`config.mk`:
```
export PLATFORM = sky130hd
export DESIGN_NAME = pipe_control_unit
export DESIGN_NICKNAME = d
export VERILOG_FILES = /design/src/rtl/pipe_control_unit.sv
export SDC_FILE = /design/constraint.sdc
export NUM_CORES = 1
export LEC_CHECK = 0
export ABC_AREA = 1
export CORE_UTILIZATION = 40
export CTS_BUF_LIST = sky130_fd_sc_hd__clkbuf_16
export DETAILED_ROUTE_END_ITERATION = 10
export PLACE_DENSITY = 0.75
export SETUP_SLACK_MARGIN = 0.3
export SLEW_MARGIN = 20
export SYNTH_ARGS = -nofsm -noshare
export SYNTH_HDL_FRONTEND = slang
export SYNTH_SLANG_ARGS = --single-unit
```
`constraint.sdc`:
```
create_clock -name clk -period 1.25 [get_ports clk]
set_input_delay 0.25 -clock clk [delete_from_list [all_inputs] [get_ports clk]]
set_output_delay 0.25 -clock clk [all_outputs]
set_load 0.005 [all_outputs]
```
`src/rtl/pipe_control_unit.sv`:
```
// Control unit for the five-stage MIPS pipeline: decode, control-bundle pipeline,
// load-use and multiply interlocks, branch/jump flushing and MULTU sequencing.
module pipe_control_unit #(
    parameter int MUL_LATENCY = 32,
    parameter int CNT_W       = 8,
    parameter int REG_W       = 5
) (
    input  logic             clk,
    input  logic             rst,
    input  logic [5:0]       OpCode,
    input  logic [5:0]       Funct,
    input  logic [REG_W-1:0] id_rs,
    input  logic [REG_W-1:0] id_rt,
    input  logic [REG_W-1:0] ex_rt,
    input  logic             branch_taken,
    output logic [3:0]       EX,
    output logic [2:0]       MEM,
    output logic [1:0]       WB,
    output logic             Jump,
    output logic             JumpReg,
    output logic             pc_write,
    output logic             ifid_write,
    output logic             flush_ifid,
    output logic             mul_start,
    output logic             mul_busy,
    output logic             hilo_write,
    output logic             illegal_op
);

    // state | meaning
    // IDLE  | multiplier free, HI/LO valid
    // BUSY  | MULTU in flight, cnt counts down to 1
    localparam logic [0:0] ST_IDLE = 1'b0;
    localparam logic [0:0] ST_BUSY = 1'b1;

    localparam logic [5:0] OP_RTYPE = 6'd0;
    localparam logic [5:0] OP_J     = 6'd2;
    localparam logic [5:0] OP_BEQ   = 6'd4;
    localparam logic [5:0] OP_ANDI  = 6'd12;
    localparam logic [5:0] OP_LW    = 6'd35;
    localparam logic [5:0] OP_SW    = 6'd43;

    localparam logic [5:0] FN_JR    = 6'd8;
    localparam logic [5:0] FN_MFHI  = 6'd16;
    localparam logic [5:0] FN_MFLO  = 6'd18;
    localparam logic [5:0] FN_MULTU = 6'd25;

    logic [3:0]       dec_ex;
    logic [2:0]       dec_mem;
    logic [1:0]       dec_wb;
    logic             op_rtype;
    logic             op_beq;
    logic             op_sw;
    logic             op_multu;
    logic             op_mfhilo;
    logic             stall_lu;
    logic             stall_mul;
    logic             stall;
    logic             mul_go;
    logic [2:0]       idex_mem;
    logic [1:0]       idex_wb;
    logic [1:0]       exmem_wb;
    logic [0:0]       state;
    logic [CNT_W-1:0] cnt;

    always_comb begin
        dec_ex     = 4'b0000;
        dec_mem    = 3'b000;
        dec_wb     = 2'b00;
        Jump       = 1'b0;
        JumpReg    = 1'b0;
        illegal_op = 1'b0;
        op_rtype   = 1'b0;
        op_beq     = 1'b0;
        op_sw      = 1'b0;
        op_multu   = 1'b0;
        op_mfhilo  = 1'b0;
        case (OpCode)
            OP_LW: begin
                dec_ex  = 4'b0001;
                dec_mem = 3'b100;
                dec_wb  = 2'b11;
            end
            OP_SW: begin
                op_sw   = 1'b1;
                dec_ex  = 4'b0001;
                dec_mem = 3'b010;
            end
            OP_BEQ: begin
                op_beq  = 1'b1;
                dec_ex  = 4'b0010;
                dec_mem = 3'b001;
            end
            OP_ANDI: begin
                dec_ex = 4'b0111;
                dec_wb = 2'b10;
            end
            OP_J: begin
                Jump = 1'b1;
            end
            OP_RTYPE: begin
                op_rtype = 1'b1;
                case (Funct)
                    FN_JR: begin
                        Jump    = 1'b1;
                        JumpReg = 1'b1;
                    end
                    FN_MULTU: begin
                        op_multu = 1'b1;
                        dec_ex   = 4'b1100;
                    end
                    FN_MFHI, FN_MFLO: begin
                        op_mfhilo = 1'b1;
                        dec_ex    = 4'b1100;
                        dec_wb    = 2'b10;
                    end
                    default: begin
                        dec_ex = 4'b1100;
                        dec_wb = 2'b10;
                    end
                endcase
            end
            default: illegal_op = 1'b1;
        endcase
    end

    // rt is a source only for R-type, BEQ and SW; for the rest it is the destination
    assign stall_lu  = idex_mem[2] && (ex_rt != '0) &&
                       ((ex_rt == id_rs) || ((ex_rt == id_rt) && (op_rtype || op_beq || op_sw)));
    assign stall_mul = mul_busy && (op_mfhilo || op_multu);
    assign stall     = stall_lu || stall_mul;

    // a taken branch discards everything younger, so any stall is moot
    assign pc_write   = branch_taken || !stall;
    assign ifid_write = branch_taken || !stall;
    assign flush_ifid = branch_taken || (Jump && !stall);
    assign mul_go     = op_multu && !stall && !branch_taken;

    always_ff @(posedge clk) begin
        if (rst) begin
            EX       <= '0;
            idex_mem <= '0;
            idex_wb  <= '0;
            MEM      <= '0;
            exmem_wb <= '0;
            WB       <= '0;
        end else begin
            WB <= exmem_wb;
            if (branch_taken) begin
                EX       <= '0;
                idex_mem <= '0;
                idex_wb  <= '0;
                MEM      <= '0;
                exmem_wb <= '0;
            end else begin
                MEM      <= idex_mem;
                exmem_wb <= idex_wb;
                if (stall) begin
                    EX       <= '0;
                    idex_mem <= '0;
                    idex_wb  <= '0;
                end else begin
                    EX       <= dec_ex;
                    idex_mem <= dec_mem;
                    idex_wb  <= dec_wb;
                end
            end
        end
    end

    always_ff @(posedge clk) begin
        if (rst) begin
            state      <= ST_IDLE;
            cnt        <= '0;
            mul_busy   <= 1'b0;
            mul_start  <= 1'b0;
            hilo_write <= 1'b0;
        end else begin
            mul_start  <= 1'b0;
            hilo_write <= 1'b0;
            case (state)
                ST_IDLE: begin
                    if (mul_go) begin
                        state     <= ST_BUSY;
                        cnt       <= CNT_W'(MUL_LATENCY);
                        mul_start <= 1'b1;
                        mul_busy  <= 1'b1;
                    end
                end
                ST_BUSY: begin
                    if (cnt == CNT_W'(1)) begin
                        state      <= ST_IDLE;
                        cnt        <= '0;
                        mul_busy   <= 1'b0;
                        hilo_write <= 1'b1;
                    end else begin
                        cnt <= cnt - CNT_W'(1);
                    end
                end
                default: begin
                    state    <= ST_IDLE;
                    cnt      <= '0;
                    mul_busy <= 1'b0;
                end
            endcase
        end
    end

endmodule

```
==> results.txt, run 1 <==
The tool flagged a number of max-cap violations equal to 0. The chip height is 61.5 um. The starting density of the core came out at 0.421. The setup TNS came out at -3.06 ns. The total count of max-transition violations in the final report is 0.

The maximum clock frequency came out at 0.635 GHz. The period utilization came out at 1.26. Summed over all cells, the static leakage comes to 1.29 nW.

The core region is 3360 um2. The number of warnings reported in the yosys synthesis log is 0. The analysis attributes to net switching a power of 0.511 mW. The library cell used as clock root buffer is sky130_fd_sc_hd__clkbuf_16.

The internal power of the cells came out at 1.72 mW. After global routing the overflow that remains totals 0. After synthesis, the cell types taking the most area are sky130_fd_sc_hd__dfxtp_1 40%, sky130_fd_sc_hd__inv_1 9.3%, sky130_fd_sc_hd__nor2_1 8.8%. Dividing the detail-routed via count by the number of cells gives 5.38. The actual transition at the worst max-transition pin came out at 0.321 ns. The final non-filler cell total is 347.

The hold buffer count at CTS came out at 0. The number of fill cells came out at 161. The placed instances occupy a cell area of 2210 um2.

The layout cell share with drive strength beyond 1 is 0.678. The classification of the worst setup path is input port to output port. The number of global-route vias before repair is 1694. Of all cell types, the one taking the most synthesized area is sky130_fd_sc_hd__dfxtp_1. The final instance area is 2910 um2. The switching share of total power came out at 0.230. The worst setup path is captured at an output port.

Of the total power, registers draw 0.400. During placement, the flow inserted port buffers numbering 47. The initial antenna violation count was 0. The class of the worst hold path is flop to flop. The number of antenna diodes in the final layout is 0. The layout-stage area growth over the synthesis result came out at 106%. The net count after synthesis is 228. The proportion of power drawn by combinational gates is 0.171.

The summed instance area of the synthesized netlist came out at 1420 um2. The deepest clock path buffer count came out at 2. After detailed routing, the number of remaining DRC violations is 0. CTS built an H-tree with a depth of 1.

For the finished layout, the period the worst path requires is 1.57 ns. The highest fanout seen on the critical path came out at 3. The area share of the largest cell type after synthesis came out at 0.396. The count of antenna-violating nets left after detailed routing came out at 0.

The post-route clock skew is 0.00570 ns. The sum of net half-perimeters after detailed placement is 2380 um. For the worst setup path, the data arrival time is 1.32 ns. The flow ran to the end, but the final reports show violations. The global-route wire length before repair came out at 7540 um. The number of failing hold endpoints at the final stage was 0. The largest net degree at the start of global routing came out at 17. The insertion delay to the later sink of the worst-skew pair is 0.27 ns.

In the synthesized netlist the dominant register cell turns out to be sky130_fd_sc_hd__dfxtp_1. After the first detailed-routing iteration, the DRC count stood at 102. Once placement completed, the tool counted placed cells totaling 307. The initialized floorplan defines 21 standard-cell rows. The setup slack after placement came out at -1.10 ns. TritonCTS built the clock tree. The clock slew seen by the registers of the worst setup and hold paths came out at 0.06 ns. Synthesis inferred 28 register bits.

Wires add up to 6330 um. The post-synthesis cell type count is 27. Setup violations remaining at the end of the flow were counted as 20. The detailed router placed 1866 vias in this run.

48 I/O pins were placed. For the worst setup path, the data required time is 1.00 ns. The clock network fraction of total power is 0.428. The number of nets in the layout came out at 334. Dividing total power by cell area gives a power density of 765 nW/um2. The number of buffers created by CTS is 3. The number of flops mapped to enable cells by yosys came out at 0. IR analysis of the VDD net gives a maximum drop of 0.749 mV. The clock sink total is 28. Headroom to the max-slew limit came out at 0.785. The final reports fail on negative setup slack.

The mean instance size in the synthesized netlist is 7.22 um2. The cell count after synthesis came out at 196. The final estimated routing congestion in global placement came out at 0.872. STA classifies the critical path startpoint as an input port.

The area enclosed by the die boundary came out at 3780 um2. For this run, the total global-route usage over all layers was measured as 0.279. Setup repair after global routing could not meet its margin everywhere.

The share of synthesized registers carrying an async set or reset is 0. The worst setup margin is -0.324 ns. The detail-routed net length per standard cell came out at 18.2 um. The number of search-and-repair iterations in the first detailed-routing pass came out at 4. The share of the yosys chip area belonging to registers came out at 0.396.

The width of the die is 61.5 um.
## Yosys cell counts (2+ instances only)
| master | instances |
|---|---|
| sky130_fd_sc_hd__nor2_1 | 33 |
| sky130_fd_sc_hd__nand4_1 | 4 |
| sky130_fd_sc_hd__a21oi_1 | 9 |
| sky130_fd_sc_hd__and3_1 | 2 |
| sky130_fd_sc_hd__nor3_1 | 5 |
| sky130_fd_sc_hd__xnor2_1 | 2 |
| sky130_fd_sc_hd__dfxtp_1 | 28 |
| sky130_fd_sc_hd__xor2_1 | 12 |
| sky130_fd_sc_hd__nand2_2 | 3 |
| sky130_fd_sc_hd__nand2_1 | 30 |
| sky130_fd_sc_hd__o21ai_0 | 4 |
| sky130_fd_sc_hd__inv_1 | 35 |
| sky130_fd_sc_hd__ha_1 | 2 |
| sky130_fd_sc_hd__a31oi_1 | 2 |
| sky130_fd_sc_hd__nand3_2 | 2 |
| sky130_fd_sc_hd__nand3_1 | 12 |
## logic make-up after synthesis
logic type | synth area share
AND/OR/NAND/NOR | 0.317
buffers and inverters | 0.107
flip-flops | 0.396
AO/OA/AOI/OAI | 0.0752
XOR/XNOR | 0.0867
adder cells (fa/ha/maj) | 0.0177
## layout make-up
class,count,area (um2),share of cell area
sequential,28,577,0.198
inverter,36,193,0.0662
clock buffer,3,75.1,0.0258
multi-input combinational,131,1090,0.374
clock inverter,1,30.0,0.0103
tap,46,57.6,0.0198
timing repair buffer,102,890,0.306
## worst paths after layout
| kind | start | to | slack (ns) | cells after the start |
|---|---|---|---|---|
| max | ex_rt[4] | pc_write | -0.32 | 12 |
| min | exmem_wb[1]$_SDFF_PP0_ | WB[1]$_SDFF_PP0_ | 0.40 | 2 |
| max reg2reg | cnt[2]$_SDFFE_PP0P_ | cnt[7]$_SDFFE_PP0P_ | -0.14 | 6 |
| min reg2reg | exmem_wb[1]$_SDFF_PP0_ | WB[1]$_SDFF_PP0_ | 0.40 | 2 |
## metal layers
layer  vias to the layer above  global-route usage  share of wire
met3                        49              0.0441          0.049
met4                         0               0.248          0.096
met5                         -                   0              0
li1                        828                   -              -
met1                       891               0.301           0.35
met2                        98               0.470           0.50
## metrics by stage
step	hold slack, ns	total power [mW]	utilization
2_1_floorplan	0.388	1.01	-
3_3_place_gp	0.391	1.16	0.657
3_5_place_dp	0.396	1.17	0.657
4_1_cts	0.295	2.13	0.780
5_1_grt	0.443	2.27	0.866
6_report	0.399	2.23	0.866
## flip-flops by register name (all words and copies together), names as in the netlist
signal and count:
mul_busy 1, idex_mem 3, idex_wb 2, mul_start 1, state 1, exmem_wb 2, WB 2, EX 4
MEM 3, cnt 8, hilo_write 1
## worst max-delay path, cell delays in order
cell and delay [ns]:
sky130_fd_sc_hd__buf_6 0.10, sky130_fd_sc_hd__inv_2 0.07, sky130_fd_sc_hd__nand2_1 0.07, sky130_fd_sc_hd__nand2_1 0.07, sky130_fd_sc_hd__nand2_1 0.08, sky130_fd_sc_hd__nor2_2 0.11, sky130_fd_sc_hd__nand3_2 0.10, sky130_fd_sc_hd__nand2_2 0.08
sky130_fd_sc_hd__nand2_2 0.07, sky130_fd_sc_hd__nand2_2 0.10, sky130_fd_sc_hd__nand2_2 0.07, sky130_fd_sc_hd__buf_2 0.14
## cells in the final DEF, fill, tap and decap left out, drive strengths merged
master         netlist  routed
nand3               15      17
dfxtp               28      28
clkbuf               1       5
o31ai                1       1
buf                  2      96
and3                 2       2
a21oi               10      10
inv                 36      35
or2                  1       1
nand2               33      33
clkdlybuf4s15        0       2
bufinv               0       1
o21ai                4       4
ha                   2       2
nor3                 6       6
a31oi                3       3
xnor2                2       2
nand4                4       4
dlygate4sd2          0       2
clkinv               0       1
nor2                34      34
xor2                12      12
## timing repair
| action | 4_1_cts | 5_1_grt |
|---|---|---|
| buffers inserted | 23 | 11 |
| resized for setup | 256 | 62 |
| setup endpoints to repair | 44 | 33 |
| cloned | 2 | 0 |
| pin swaps | 45 | 35 |
## power by group through the flow
stage                     Sequential, mW  Combinational (mW)  Clock, mW
after floorplan                    0.915              0.0958          0
after global routing               0.891               0.396      0.984
final                              0.892               0.381      0.954
after detailed placement           0.915               0.252          0
after global placement             0.914               0.249          0
after CTS                          0.894               0.298      0.939
(Power assumes the default switching activity.)
==> inputs of run 2 (changes only) <==
==> constraint.sdc (replaced) <==
create_clock -name clk -period 1.25 [get_ports clk]
set_input_delay 0.25 -clock clk [delete_from_list [all_inputs] [get_ports clk]]
set_output_delay 0.25 -clock clk [all_outputs]
set_load 0.02 [all_outputs]
==> results.txt, run 2 (same netlist as run 1, synthesis figures left out) <==
The total count of max-transition violations in the final report was 0 (unchanged). The type of element capturing the critical path is an output port. The switching share of total power was 0.224 (-0.00556). The quantity of I/O buffers inserted on ports is 47 (unchanged). The layout cell share with drive strength beyond 1 came out at 0.675 (-0.00308). The number of failing hold endpoints at the final stage is 0 (unchanged). The number of top-level pins came out at 48 (unchanged). The initial antenna violation count came to 0 (unchanged).

The period utilization is 1.24 (-0.0237). The core occupancy in the finished layout is 0.846 (-0.0197). The number of buffers created by CTS is 3 (unchanged). The largest net degree at the start of global routing is 17 (unchanged).

The final instance area was 2850 um2 (-2.3%). The worst setup margin is -0.295 ns (+0.0296 ns). The clock tree from TritonCTS is done. The post-route clock skew is 0.0105 ns (+0.00481 ns). The cell family contributing the most delay on the critical path is simple AND/OR/NAND/NOR gates. The count of endpoints failing setup in the final report came to 26 (+30%). The chip height is 61.5 um (unchanged).

The number of placement rows is 21 (unchanged). The number of flip-flops in the largest register is 8 (unchanged). The area growth from synthesis to layout is 101%.

The sum of net half-perimeters after detailed placement is 2610 um (+9.5%). The clock slew seen by the registers of the worst setup and hold paths is 0.06 ns (about the same). The count of antenna-violating nets left after detailed routing came to 0 (unchanged). The signal arrival time at the worst endpoint is 1.29 ns (-0.03 ns).

The largest registers in the layout are cnt: 8 flops, EX: 4 flops. The width of the die is 61.5 um (unchanged). The overall via count from detail_route is 1706 (-8.6%).

The count of unresolved DRC violations after routing is 0 (unchanged). Setup repair after global routing could not meet its margin everywhere. The final estimated routing congestion in global placement is 0.874 (+0.22%).

The number of maximum-capacitance constraint violations is 0 (unchanged). The final reports fail on negative setup slack. The slowest stage of the critical path belongs to the cell sky130_fd_sc_hd__nor2_4.

The global-route wire length before repair is 7020 um (-6.9%). The fraction of power consumed by sequential logic came out at 0.409 (+0.009). The register with the most flip-flops in the final layout is cnt. The critical path is of the input port to output port type. The cell leakage power came out at 1.27 nW (-1.3%). Leaving out fill and tap cells, the most frequent cells in the layout are 39 x sky130_fd_sc_hd__buf_6, 29 x sky130_fd_sc_hd__buf_4, 19 x sky130_fd_sc_hd__inv_1, 19 x sky130_fd_sc_hd__nand2_1, 17 x sky130_fd_sc_hd__dfxtp_2.

The number of buffers and inverters on the critical path is 5 (+2). The setup slack after placement came out at -1.18 ns (-0.0876 ns). The cell that appears most often on the critical path is sky130_fd_sc_hd__nor2_4. The internal power of the cells is 1.69 mW (-1.3%). The overflow left after global routing is 0 (unchanged). The maximum resistive drop on vdd is 0.503 mV (-33%). The actual transition at the worst max-transition pin came out at 0.309 ns (-0.0114 ns).

The number of global-route vias before repair came out at 1555 (-8.2%). The final non-filler cell total is 338 (-2.6%). The antenna diode count came out at 0 (unchanged).

The detail-routed net length per standard cell is 16.9 um (-7.5%). The library cell used as clock root buffer is sky130_fd_sc_hd__clkbuf_16. The maximum clock frequency came out at 0.647 GHz (+1.9%).

The worst setup path is launched from an input port. The global-route total usage across every layer came out at 0.259 (-0.0204). The number of placed instances, taps included is 314 (+2.3%). The time the final worst path needs with I/O delays and setup came to 1.54 ns (-0.0296 ns). The number of search-and-repair iterations in the first detailed-routing pass is 4 (unchanged).

The class of the worst hold path is flop to flop. The area after detailed placement is 2270 um2 (+2.8%). The area of the placeable core came out at 3360 um2 (unchanged). The switching component of the power is 0.489 mW (-4.4%). The total detailed-routing wirelength came out at 5700 um (-9.9%).

The number of fill cells came to 196 (+22%). The insertion delay to the later sink of the worst-skew pair came out at 0.27 ns (about the same). The starting density of the core came to 0.421 (unchanged). The clock network fraction of total power is 0.435 (+0.007).

The tightest slew margin relative to the limit came to 0.793 (+0.00810). Leaving out fill and tap cells, the most frequent cell in the layout is sky130_fd_sc_hd__buf_6. Walking the worst path, the cells encountered are buf_8 -> inv_12 -> nand2_8 -> inv_6 -> nand2_4 -> nor2_4 -> inv_2 -> nor2_4 -> nor2_4 -> o21ai_4 -> buf_6. The proportion of power drawn by combinational gates is 0.156 (-0.015). The power density over the cells came out at 767 nW/um2 (+0.27%). The flow ran to the end, but the final reports show violations. The longest individual stage delay on the worst path is 0.15 ns (about the same). The required arrival time at the worst endpoint is 1.00 ns (about the same). The deepest clock path buffer count is 2 (unchanged). The vias per cell is 5.05 (-6.1%). The clock sink total is 28 (unchanged). The highest fanout seen on the critical path is 3 (unchanged).

The area enclosed by the die boundary is 3780 um2 (unchanged). The number of nets in the layout came out at 325 (-2.7%). The level count of the clock H-tree came to 1 (unchanged). The violation count after the first detailed-routing iteration was 68 (-33%).
## run 2: metrics by stage
stage               hold slack, ns  power [mW]  TNS, ns
floorplan                    0.388        1.01   -0.341
global placement             0.391        1.17   -21.50
detailed placement           0.399        1.18   -22.20
CTS                          0.403        2.13    -1.77
global route                 0.430        2.25    -6.40
finish                       0.404        2.18    -5.10
## run 2: repair_timing
action                     in CTS  in global routing
gates resized for setup       273                 55
cloned                          2                  0
hold buffers                    0                  0
pin swaps                      41                 26
setup buffers                  11                  7
setup endpoints to repair      44                 39
## run 2: cell type report
cell class | count | area, um2 | area share
Multi-Input combinational cell | 131 | 1090 | 0.382
Inverter | 36 | 173 | 0.0607
Clock inverter | 1 | 30.0 | 0.0106
Sequential cell | 28 | 586 | 0.206
Tap cell | 46 | 57.6 | 0.0202
Clock buffer | 3 | 75.1 | 0.0264
Timing Repair Buffer | 93 | 838 | 0.295
## run 2: path summary, 6_finish.rpt
| check | start | end | slack, ns | cells past startpoint |
|---|---|---|---|---|
| hold / removal | idex_mem[1]$_SDFF_PP0_ | MEM[1]$_SDFF_PP0_ | 0.40 | 2 |
| setup / recovery | OpCode[5] | flush_ifid | -0.29 | 11 |
| hold reg to reg | idex_mem[1]$_SDFF_PP0_ | MEM[1]$_SDFF_PP0_ | 0.40 | 2 |
| setup reg to reg | idex_mem[2]$_SDFF_PP0_ | state$_SDFF_PP0_ | -0.14 | 8 |
## run 2: power groups by stage
stage	clock network, mW	registers, mW	logic [mW]
finish	0.950	0.892	0.340
global placement	0	0.914	0.260
global route	1.00	0.891	0.358
CTS	0.946	0.894	0.293
floorplan	0	0.916	0.0989
detailed placement	0	0.915	0.263
## run 2: worst reg2reg max path: stages (launching register included)
cell and delay (ns):
sky130_fd_sc_hd__dfxtp_1 0.38, sky130_fd_sc_hd__o31ai_2 0.08, sky130_fd_sc_hd__inv_1 0.09, sky130_fd_sc_hd__nand2_4 0.07
sky130_fd_sc_hd__buf_6 0.12, sky130_fd_sc_hd__buf_6 0.11, sky130_fd_sc_hd__nand3_4 0.18, sky130_fd_sc_hd__nand2_4 0.10
sky130_fd_sc_hd__and3_1 0.16
## run 2: layer usage
| metal | up-vias | wire length (um) | track usage |
|---|---|---|---|
| li1 | 808 | - | - |
| met1 | 788 | 2220 | 0.308 |
| met2 | 86 | 2950 | 0.441 |
| met3 | 24 | 277 | 0.0420 |
| met4 | 0 | 246 | 0.143 |
| met5 | - | 0 | 0 |
==> inputs of run 3 (changes only) <==
Settings changed: CAP_MARGIN from default to 20, SETUP_SLACK_MARGIN 0.3 to 0.1.
==> results.txt, run 3 (same netlist as run 1, synthesis figures left out) <==
The deepest clock path buffer count is 2 (unchanged). The cell leakage power came to 1.23 nW (-3.2%). The number of nets in the layout is 325 (unchanged).

The largest net degree at the start of global routing was 17 (unchanged). Setup repair after global routing could not meet its margin everywhere. The largest registers in the layout are cnt: 8 flops, EX: 4 flops.

The slowest stage of the critical path is the sky130_fd_sc_hd__buf_4 cell. The required arrival time at the worst endpoint is 1.00 ns (about the same). The starting density of the core is 0.421 (unchanged). In this run the clock root is driven by a sky130_fd_sc_hd__clkbuf_16. The initial antenna violation count is 0 (unchanged).

The layout cell share with drive strength beyond 1 is 0.592 (-0.0822). The post-route clock skew came out at 0.00816 ns (-0.00235 ns). The checks that failed: negative setup slack. The insertion delay to the later sink of the worst-skew pair is 0.26 ns (about the same). The longest individual stage delay on the worst path is 0.13 ns (-0.02 ns). The clock tree from TritonCTS is done. The signal arrival time at the worst endpoint is 1.23 ns (-0.06 ns). The library cells used most frequently in the layout, excluding fill and tap cells, are 40 x sky130_fd_sc_hd__buf_4, 22 x sky130_fd_sc_hd__dfxtp_1, 20 x sky130_fd_sc_hd__inv_1, 20 x sky130_fd_sc_hd__nand2_1, 18 x sky130_fd_sc_hd__nor2_1. The final non-filler cell total is 338 (unchanged). The routed wire length on met2 is 2670 um (-9.5%). The area of the placeable core was 3360 um2 (unchanged). The number of fill cells is 206 (+5.1%). Counting flops per register, the top entry is cnt. The type of element capturing the critical path is an output port. The maximum clock frequency came to 0.678 GHz (+4.7%). The final estimated routing congestion in global placement is 0.807 (-7.7%). The number of flip-flops in the largest register came to 8 (unchanged). The highest fanout seen on the critical path came out at 3 (unchanged). The overall via count from detail_route is 1679 (-1.6%).

The setup TNS is -1.78 ns (+3.32 ns). The number of placed instances, taps included came out at 317 (+0.96%). The count of antenna-violating nets left after detailed routing came out at 0 (unchanged). The power density over the cells came out at 785 nW/um2 (+2.3%). The met3 layer wire length in the routed design was 224 um (-19%). The number of buffers created by CTS was 3 (unchanged). The hold buffer count at CTS was 0 (unchanged). The number of placement rows is 21 (unchanged).

The total chip power came out at 2.13 mW (-2.2%). The antenna diode count is 0 (unchanged). The time the final worst path needs with I/O delays and setup came to 1.48 ns (-0.0689 ns). The chip height came out at 61.5 um (unchanged). The number of failing hold endpoints at the final stage is 0 (unchanged). The clock slew seen by the registers of the worst setup and hold paths came out at 0.06 ns (about the same). The level count of the clock H-tree is 1 (unchanged). The maximum resistive drop on vdd is 0.790 mV (+57%). The sum of net half-perimeters after detailed placement was 2590 um (-0.56%). The area enclosed by the die boundary came to 3780 um2 (unchanged).

In this run the top signal layer used is met4. Leaving out fill and tap cells, the most frequent cell in the layout is sky130_fd_sc_hd__buf_4. The signal on the critical path passes through buf_8 -> inv_4 -> nand2_4 -> buf_6 -> nor2_4 -> buf_4 -> nand3_2 -> nand2_4 -> o21ai_2 -> buf_6. The tightest slew margin relative to the limit is 0.740 (-0.0536).

The quantity of I/O buffers inserted on ports came to 47 (unchanged). The period utilization is 1.18 (-0.0551). The clock sink total was 28 (unchanged). The total detailed-routing wirelength was 5010 um (-12%). The number of global-route vias before repair came to 1570 (+0.96%). The number of maximum-capacitance constraint violations is 0 (unchanged). The worst hold slack after final layout is 0.412 ns (+0.00789 ns). The global-route wire length before repair came out at 6770 um (-3.5%). The run finished, with violations left. The count of unresolved DRC violations after routing came out at 0 (unchanged). The setup slack after placement is -1.18 ns (-0.000780 ns). The wire length the detailed router placed on met1 is 1990 um (-10%). The worst setup margin came out at -0.226 ns (+0.0689 ns). The area used by multi-input combinational logic is 1060 um2 (-2.8%). The actual transition at the worst max-transition pin was 0.390 ns (+0.0809 ns). The number of search-and-repair iterations in the first detailed-routing pass is 4 (unchanged). The layout-stage area growth over the synthesis result came out at 92.2%. The area after detailed placement was 2270 um2 (+0.22%). The critical path in this run is classified as input port to output port.

The count of endpoints failing setup in the final report came out at 17 (-35%). The worst hold path belongs to the class flop to flop. The width of the die came out at 61.5 um (unchanged). The final instance area came out at 2720 um2 (-4.4%). The vias per cell is 4.97 (-1.6%). The footprint of the flip-flops and latches is 578 um2 (-1.3%). The global-route total usage across every layer is 0.244 (-0.0146).

The number of top-level pins came out at 48 (unchanged). The total count of max-transition violations in the final report is 0 (unchanged). The overflow left after global routing is 0 (unchanged).

The nature of the critical path startpoint is an input port. The detail-routed net length per standard cell is 14.8 um (-12%). The core occupancy in the finished layout is 0.809 (-0.0372). The violation count after the first detailed-routing iteration is 92 (+35%).
## run 3: what timing repair did
item / in CTS / in global routing
endpoints found under the hold margin: 0 / 0
endpoints found under the setup margin: 39 / 43
pin swaps: 45 / 34
gates resized for setup: 205 / 62
buffers inserted: 12 / 6
cloned: 2 / 0
## run 3: worst max-delay path, delay by kind of cell
family,cells,cell delay (ns)
and+or+nand+nor,4,0.36
AOI/OAI and AO/OA,1,0.07
buffers and inverters,5,0.54
## run 3: final cells by class
| type | instances | area share |
|---|---|---|
| multi-input combinational | 131 | 0.388 |
| inverter | 36 | 0.0607 |
| sequential | 28 | 0.213 |
| timing repair buffer | 93 | 0.279 |
| clock inverter | 1 | 0.0110 |
| clock buffer | 3 | 0.0276 |
| tap | 46 | 0.0212 |
## run 3: final timing paths
kind                          startpoint             endpoint  slack (ns)  cells after the start
hold / removal    exmem_wb[0]$_SDFF_PP0_     WB[0]$_SDFF_PP0_        0.41                      2
setup reg to reg     cnt[0]$_SDFFE_PP0P_  cnt[7]$_SDFFE_PP0P_       -0.08                      6
hold reg to reg   exmem_wb[0]$_SDFF_PP0_     WB[0]$_SDFF_PP0_        0.41                      2
setup / recovery               OpCode[0]           flush_ifid       -0.23                     10
## run 3: metal layers
| layer | track usage | up-vias |
|---|---|---|
| met4 | 0.114 | 0 |
| li1 | - | 808 |
| met5 | 0 | - |
| met3 | 0.0462 | 12 |
| met1 | 0.281 | 794 |
| met2 | 0.433 | 65 |
## run 3: power by group
group	internal, mW	total (mW)	switching [mW]
Combinational	0.153	0.306	0.153
Clock	0.637	0.943	0.306
Sequential	0.885	0.885	0.000839
Total	1.67	2.13	0.460
==> RTL edit, RTL diff (settings of run 1) <==
`REG_W`: 5 -> 10.
--- a/src/rtl/pipe_control_unit.sv
+++ b/src/rtl/pipe_control_unit.sv
@@ -3,7 +3,7 @@
 module pipe_control_unit #(
     parameter int MUL_LATENCY = 32,
     parameter int CNT_W       = 8,
-    parameter int REG_W       = 5
+    parameter int REG_W       = 10
 ) (
     input  logic             clk,
     input  logic             rst,
Ports: changed (resized ex_rt, id_rs and id_rt); port bits go from 48 to 63. No check against the original RTL was run, so the function may have changed too.
==> RTL edit against run 1 <==
The run still ends with setup timing left. Power is 9.9% lower. Design area is 4.2% higher. Via count is 9.6% higher. Synthesized cell count is 29% higher. Setup slack worse by 0.12 ns. Area after synthesis is 15% higher. Combinational power is 2% higher. Wire length is 11% lower. Sequential cell count stayed put. Critical path type unchanged. Critical endpoint is now flush_ifid.
==> RTL edit: results (changes against run 1) <==
{| class="wikitable"
! Metric !! Value
|-
| Global router's overall resource usage || 27.26% (was 27.90%)
|-
| Fraction of the mapped netlist area in adder cells || 1.533% (was 1.768%)
|-
| Count of cell types in the netlist || 28 (was 27)
|-
| Total nets after synthesis || 299 (was 228)
|-
| Failing checks || setup timing (unchanged)
|-
| Final total negative setup slack || -8.248 ns (was -3.062 ns)
|-
| Maximum number of pins on one net before global-route repair || 16 (was 17)
|-
| Peak VDD IR || 0.0003981 V (was 0.0007495 V)
|-
| End of the worst register-to-register path || cnt[6] (was cnt[7])
|-
| Final worst-path setup slack || -0.4487 ns (was -0.3241 ns)
|-
| Number of setup violations in the final report || 26 (was 20)
|-
| Worst-case headroom to the max-slew limit || 77.24% (was 78.51%)
|-
| Mean instance size in the synthesized netlist || 6.479 um^2 (was 7.220 um^2)
|-
| Fin Hold WS || 0.2962 ns (was 0.3985 ns)
|-
| Signal arrival time at the worst endpoint || 1.45 ns (was 1.32 ns)
|-
| Global-route wire length before repair || 8838 um (was 7541 um)
|-
| Top cell types by occurrence after synthesis || sky130_fd_sc_hd__nand2_1, sky130_fd_sc_hd__inv_1, sky130_fd_sc_hd__nor2_1 (was sky130_fd_sc_hd__inv_1, sky130_fd_sc_hd__nor2_1, sky130_fd_sc_hd__nand2_1)
|-
| Final setup skew || 0.006231 ns (was 0.005699 ns)
|-
| Run status || complete, but fails checks (unchanged)
|-
| Final cell count without fillers || 423 (was 347)
|-
| Origin of the worst min-delay path || OpCode[3] (was exmem_wb[1])
|-
| Fill cell count || 239 (was 161)
|-
| Via-to-Cell Ratio || 4.837 (was 5.378)
|-
| Register area share after synthesis || 34.33% (was 39.61%)
|-
| Static Leak || 1.481 nW (was 1.292 nW)
|-
| Launch point of the worst reg-to-reg path || cnt[0] (was cnt[2])
|-
| Capture endpoint of the worst hold path || idex_mem[0] (was WB[1])
|-
| Depth of the worst register-to-register path || 8 (was 6)
|-
| Violation count after the first detailed-route iteration || 76 (was 102)
|-
| Max Root-Sink Buffers || 2 (unchanged)
|-
| Placed insts || 394 (was 307)
|-
| Classification of the worst-slack hold path || primary input to flop (was flop to flop)
|-
| Dominant cells by area after synthesis || sky130_fd_sc_hd__dfxtp_1, sky130_fd_sc_hd__nand2_1, sky130_fd_sc_hd__inv_1 (was sky130_fd_sc_hd__dfxtp_1, sky130_fd_sc_hd__inv_1, sky130_fd_sc_hd__nor2_1)
|-
| GPL Wtd Cong || 0.7968 (was 0.8723)
|-
| DR WL/cell || 13.33 um (was 18.24 um)
|-
| Compound-cell area share of the yosys netlist || 5.670% (was 7.515%)
|-
| Hold Path Stages || 3 (was 2)
|-
| Final HPWL DP || 3286 um (was 2382 um)
|-
| Number of buffers inserted by port buffering || 62 (was 47)
|}
==> RTL edit: cell count changes after synthesis, sizes merged, moves of 2 or more <==
cell,before,now
nand2,33,67
nor2,34,42
xnor2,2,6
xor2,12,7
inv,36,49
nand4,4,6
nor4,0,3
==> RTL edit: layer usage <==
metal | up-vias | track usage, % | routed length (um)
li1 | 1025 | - | -
met1 | 942 | 28.59 | 2133
met2 | 64 | 51.91 | 3118
met3 | 15 | 4.655 | 204
met4 | 0 | 12.23 | 184
met5 | - | 0 | 0
==> RTL edit: how the worst max path moves through the flow <==
stage | start | to | slack [ns] | depth (start not counted)
global route | OpCode[5] | flush_ifid | -0.50 | 13
finish | OpCode[5] | flush_ifid | -0.45 | 13
CTS | OpCode[4] | flush_ifid | -0.36 | 13
detailed placement | OpCode[4] | flush_ifid | -1.12 | 12
floorplan | OpCode[5] | pc_write | -0.12 | 11
global placement | OpCode[4] | flush_ifid | -1.07 | 12
==> RTL edit: where the power goes <==
group          internal (mW)  switching [mW]
Sequential             0.893        0.000586
Clock                  0.429           0.297
Combinational          0.195           0.193
Total                   1.52           0.490
==> RTL edit: repair_timing <==
item	CTS	global route
setup endpoints to repair	44	36
endpoints found under the hold margin	0	0
setup buffers	18	6
pin swaps	41	29
hold buffers	0	0
resized for setup	238	34
gates cloned	1	0
==> RTL edit: layout make-up <==
| cell class | count | area, um^2 | area share (%) |
|---|---|---|---|
| Multi-Input combinational cell | 173 | 1147 | 37.81 |
| Inverter | 49 | 183.9 | 6.062 |
| Clock inverter | 1 | 3.754 | 0.1237 |
| Tap cell | 48 | 60.06 | 1.979 |
| Sequential cell | 28 | 569.3 | 18.76 |
| Timing Repair Buffer | 121 | 994.7 | 32.78 |
| Clock buffer | 3 | 75.07 | 2.474 |
==> RTL edit: stage by stage <==
step                      worst slack (ns)  instance area, um^2
after global placement              -1.074                 2600
final                              -0.4487                 3034
after global routing               -0.5035                 3034
after detailed placement            -1.119                 2600
after floorplan                    -0.1235                 1683
after CTS                          -0.3554                 2957
==> RTL edit: worst max-delay path, stage by stage <==
cell and delay (ns):
sky130_fd_sc_hd__buf_8 0.10, sky130_fd_sc_hd__nor2_4 0.13, sky130_fd_sc_hd__nand2_4 0.08, sky130_fd_sc_hd__nor2_4 0.13, sky130_fd_sc_hd__buf_6 0.12, sky130_fd_sc_hd__nor2_4 0.03
sky130_fd_sc_hd__nor2_2 0.09, sky130_fd_sc_hd__nand2_1 0.06, sky130_fd_sc_hd__nand2_1 0.07, sky130_fd_sc_hd__nand2_2 0.07, sky130_fd_sc_hd__nand2_2 0.10, sky130_fd_sc_hd__o21ai_2 0.07
sky130_fd_sc_hd__buf_2 0.13
